`src/rtl/divider_array_sched.sv`:
```
`default_nettype none
// ============================================================================
//  Module      : divider_array_sched
//  Description : Round-robin sequencer for one shared combinational 16/8
//                divider row. Operands are held for SETTLE_CYCLES (1..15),
//                then the quotient and remainder are captured into a
//                registered valid/ready response port.
//                Optional macro DIV_ERR_BYPASS_EN: error requests skip the
//                settle window and answer with q=r=8'hFF.
//  Revision    : 1.0 - initial release
// ============================================================================
module divider_array_sched #(
    parameter int SETTLE_CYCLES = 2
) (
    input  logic        clk,
    input  logic        rst,
    input  logic        req0_valid,
    output logic        req0_ready,
    input  logic [15:0] req0_n,
    input  logic [7:0]  req0_d,
    input  logic        req1_valid,
    output logic        req1_ready,
    input  logic [15:0] req1_n,
    input  logic [7:0]  req1_d,
    output logic [15:0] div_n,
    output logic [7:0]  div_d,
    input  logic [7:0]  div_q,
    input  logic [7:0]  div_r,
    output logic        rsp_valid,
    input  logic        rsp_ready,
    output logic        rsp_id,
    output logic [7:0]  rsp_q,
    output logic [7:0]  rsp_r,
    output logic        rsp_err,
    output logic        busy
);

    localparam logic [1:0] c_st_idle   = 2'd0;
    localparam logic [1:0] c_st_settle = 2'd1;
    localparam logic [1:0] c_st_resp   = 2'd2;
    localparam logic [3:0] c_cnt_init  = 4'(SETTLE_CYCLES - 1);

    logic [1:0]  r_state;
    logic [3:0]  r_cnt;
    logic        r_last_grant;
    logic        r_err;
    logic [15:0] r_div_n;
    logic [7:0]  r_div_d;
    logic        r_rsp_valid;
    logic        r_rsp_id;
    logic [7:0]  r_rsp_q;
    logic [7:0]  r_rsp_r;
    logic        r_rsp_err;

    logic        w_idle;
    logic        w_grant;
    logic        w_accept;
    logic [15:0] w_n;
    logic [7:0]  w_d;
    logic        w_err;

    // Ties go to the requester that was not served last.
    assign w_idle     = (r_state == c_st_idle);
    assign w_grant    = (req0_valid & req1_valid) ? ~r_last_grant : req1_valid;
    assign w_accept   = w_idle & (req0_valid | req1_valid);
    assign w_n        = w_grant ? req1_n : req0_n;
    assign w_d        = w_grant ? req1_d : req0_d;
    assign w_err      = (w_d == 8'd0) | (w_n[15:8] >= w_d);

    assign req0_ready = w_idle & req0_valid & ~w_grant;
    assign req1_ready = w_idle & req1_valid &  w_grant;

    always_ff @(posedge clk) begin
        if (rst) begin
            r_state      <= c_st_idle;
            r_cnt        <= 4'd0;
            r_last_grant <= 1'b1;
            r_err        <= 1'b0;
            r_div_n      <= 16'd0;
            r_div_d      <= 8'd0;
            r_rsp_valid  <= 1'b0;
            r_rsp_id     <= 1'b0;
            r_rsp_q      <= 8'd0;
            r_rsp_r      <= 8'd0;
            r_rsp_err    <= 1'b0;
        end else begin
            case (r_state)
                c_st_idle: begin
                    if (w_accept) begin
                        r_div_n      <= w_n;
                        r_div_d      <= w_d;
                        r_rsp_id     <= w_grant;
                        r_last_grant <= w_grant;
                        r_err        <= w_err;
                        r_cnt        <= c_cnt_init;
`ifdef DIV_ERR_BYPASS_EN
                        if (w_err) begin
                            r_rsp_q     <= 8'hFF;
                            r_rsp_r     <= 8'hFF;
                            r_rsp_err   <= 1'b1;
                            r_rsp_valid <= 1'b1;
                            r_state     <= c_st_resp;
                        end else begin
                            r_state     <= c_st_settle;
                        end
`else
                        r_state      <= c_st_settle;
`endif
                    end
                end
                c_st_settle: begin
                    // The divider array is a multicycle path; sample only once it has settled.
                    if (r_cnt == 4'd0) begin
                        r_rsp_q     <= div_q;
                        r_rsp_r     <= div_r;
                        r_rsp_err   <= r_err;
                        r_rsp_valid <= 1'b1;
                        r_state     <= c_st_resp;
                    end else begin
                        r_cnt       <= r_cnt - 4'd1;
                    end
                end
                c_st_resp: begin
                    if (rsp_ready) begin
                        r_rsp_valid <= 1'b0;
                        r_state     <= c_st_idle;
                    end
                end
                default: begin
                    r_rsp_valid <= 1'b0;
                    r_state     <= c_st_idle;
                end
            endcase
        end
    end

    assign div_n     = r_div_n;
    assign div_d     = r_div_d;
    assign rsp_valid = r_rsp_valid;
    assign rsp_id    = r_rsp_id;
    assign rsp_q     = r_rsp_q;
    assign rsp_r     = r_rsp_r;
    assign rsp_err   = r_rsp_err;
    assign busy      = ~w_idle;

endmodule
`default_nettype wire

```
`config.mk`:
```
export PLATFORM = sky130hd
export DESIGN_NAME = divider_array_sched
export DESIGN_NICKNAME = d
export VERILOG_FILES = /design/src/rtl/divider_array_sched.sv
export SDC_FILE = /design/constraint.sdc
export NUM_CORES = 1
export LEC_CHECK = 0
export CORE_ASPECT_RATIO = 1.75
export CORE_MARGIN = 4
export CORE_UTILIZATION = 40
export DETAILED_ROUTE_END_ITERATION = 16
export PLACE_DENSITY = 0.89
export SLEW_MARGIN = 20
export SYNTH_ARGS = -nofsm -noshare
export SYNTH_HDL_FRONTEND = slang
export SYNTH_SLANG_ARGS = --single-unit
```
`constraint.sdc`:
```
create_clock -name clk -period 3.05 [get_ports clk]
set_clock_uncertainty 0.1 [all_clocks]
set_input_delay 0.61 -clock clk [delete_from_list [all_inputs] [get_ports clk]]
set_output_delay 0.61 -clock clk [all_outputs]
set_load 0.01 [all_outputs]
```
==> results.txt <==
DRT Wirelength - 6.53 mm
synth warn - 0
Mapped Nets - 346
core area - 5590 sq um
crit start category - input port
drt via density - 4.92
met2 wire length - 3.62 mm
Tcrit/Tclk final - 90.7%
Via Count - 2272
area leader, netlist - dfxtp_1
worst hold path depth - 2
initial antenna violation count - 0
Static Leak - 1.43 nW
combinational family with the most area after synthesis - simple AND/OR/NAND/NOR gates
Reg area - 1020 sq um
Final min period - 2.77 ns
fmax - 361 MHz
Residual DRC - 0
Simple-Gate Fraction of Synth Area - 21.0%
grt total ovfl - 0
Root Driver - clkbuf_8
async set-reset flop share out of synthesis - 0%
TritonCTS clock tree - built
cell row count - 36
met3 WL - 380 um
number of max-cap violations - 0
Synth area leaders - dfxtp_1 44%, mux2i_1 7.8%, nand2_1 6.9%
most common cell in the netlist - dfxtp_1
reg-to-reg endpoint - r_err$_SDFFE_PP0P_
Num CTS Buffers - 5
io pins - 115
clock buffer depth - 2
placed instance area - 3570 sq um
RR Startpoint - r_last_grant$_SDFFE_PP1P_
crit end category - register
wl on met1 - 2.42 mm
area grow syn2layout - 60.4%
worst min path class - register to register
full die area - 7060 sq um
WP data arrival - 2.82 ns
htree depth - 2
Synth Area in Compound Gates - 12.8%
post-synthesis mux area share - 11.8%
post-layout net count - 464
Initial Util - 41.1%
Adder-Cell Fraction of Synth Area - 5.45%
Tot Pwr - 2.13 mW
PwrDens - 578 nW/um^2
DR pass1 iterations - 6
count of final hold-check violations - 0
Hold Path End - rsp_r[1]$_SDFFE_PP0P_
Slew HR - 38.0%
RD Place Congestion - 0.840
top routing layer in use - met4
CTS Sinks - 51
Slew @ Worst Pin - 0.930 ns
CP Class - input port to register
ANT cells - 0
Setup crit start - req1_valid
R2R setup slack - 0.51 ns
Yosys cell types - 31
Avg Cell Area, Syn - 8.60 sq um
share of the synthesized area in the top cell type - 44.5%
CP Data Required Time - 3.11 ns
Top FF cell, synth - dfxtp_1
maximum VDD drop - 0.000440 V
vias in the first global route - 2217
Mapped Cells - 267
Fillers - 485
Hold Startpoint - rsp_r[1]$_SDFFE_PP0P_
max-slew violations - 0
CTS clock-pin slew for the worst setup and hold paths - 0.09 ns
Total GRT Usage - 18.1%
die width - 65.3 um
input/output buffers - 114
pin count of the biggest net entering global routing - 52
Hold Slack - 0.357 ns
sequential share of the synthesized area - 44.5%
Worst Path Max Fanout - 6
wire per inst - 14.1 um
Setup violations, final - 0
first-pass GRT wire length - 10.0 mm
post-route design area - 3680 sq um
synth cell count leaders - 51 x dfxtp_1, 42 x nand2_1, 39 x nor2_1
XOR/XNOR share of the synthesized area - 0.763%
DRT iter0 DRCs - 74
DP Wirelength - 5.16 mm
number of synthesized flops with an enable pin - 0
clk_lat worst skew - 0.30 ns
footprint of the multi-input gates - 1210 sq um
Routed Antenna Nets - 0
Worst R2R Path Depth - 9
Synth Register Bits - 51
die height - 108 um
layout cells sized above 1 - 9.07%
outcome - complete, no violations
Syn Std Cell Area - 2300 sq um
RSZ-0062 raised after global routing - no
[timing repair]
item / 4_1_cts / 5_1_grt
endpoints found under the setup margin: 2 / 1
hold buffers: 0 / 0
pin swaps: 0 / 1
gates resized for setup: 3 / 1
setup buffers: 1 / 0
[cell families (layout without fill, tap and decap cells)]
family	Yosys count	after routing
simple gates	111	111
xor+xnor	2	2
buf+inv	20	139
fa+ha+maj	10	10
mux	26	26
flops	51	51
compound gates	47	47
[where the power goes]
group	switching (mW)	internal (mW)	leakage, nW
Sequential	0.0760	0.794	0.420
Clock	0.221	0.160	0.0402
Combinational	0.413	0.466	0.971
[worst max-delay path by stage]
stage / end / cells after the start
5_1_grt: r_err$_SDFFE_PP0P_ / 10
3_5_place_dp: r_err$_SDFFE_PP0P_ / 9
6_report: r_err$_SDFFE_PP0P_ / 10
3_3_place_gp: r_err$_SDFFE_PP0P_ / 9
4_1_cts: r_err$_SDFFE_PP0P_ / 10
2_1_floorplan: r_err$_SDFFE_PP0P_ / 9
[layout by cell type, fill, tap and decap left out, types with 4 or more instances in the layout]
master / instances
clkdlybuf4s50_1: 110
dfxtp_1: 51
nand2_1: 42
nor2_1: 39
a21oi_1: 23
mux2i_1: 18
a211oi_1: 16
buf_4: 14
nor3_1: 12
ha_1: 10
mux2_2: 8
clkbuf_8: 5
nor4_1: 4
[layout make-up]
cell class,count,area share [%]
Clock buffer,5,1.87
Clock inverter,3,0.543
Inverter,2,0.204
Multi-Input combinational cell,196,32.8
Sequential cell,51,27.7
Tap cell,76,2.58
Timing Repair Buffer,129,34.2
[per-stage QoR]
| step | util (%) | setup slack (ns) | setup TNS [ns] | cells |
|---|---|---|---|---|
| floorplan | - | 0.291 | 0 | 267 |
| global placement | 63.9 | -0.223 | -0.316 | 453 |
| detailed placement | 63.9 | -0.340 | -0.467 | 453 |
| CTS | 65.9 | 0.00581 | 0 | 462 |
| global route | 65.9 | 0.213 | 0 | 462 |
| finish | 65.9 | 0.283 | 0 | 462 |
[flip-flops by register name (all words and copies together) (netlist names)]
name,flops
div_d,8
div_n,16
r_cnt,4
r_err,1
r_last_grant,1
r_state,2
rsp_err,1
rsp_id,1
rsp_q,8
rsp_r,8
rsp_valid,1
[critical path: stages]
cell	delay, ns
dlygate4sd2_1	0.24
a21boi_4	0.25
buf_12	0.14
mux2_2	0.34
ha_1	0.29
a21oi_1	0.17
nor2b_1	0.07
a2111o_1	0.39
a311oi_2	0.25
nor3_1	0.07
[layer usage]
metal	GRT usage [%]	vias to the layer above
met3	3.95	6
met4	7.27	0
met2	35.2	80
met1	17.8	1032
li1	-	1154
met5	0	-
No activity file was read; power rests on OpenSTA's default activity.
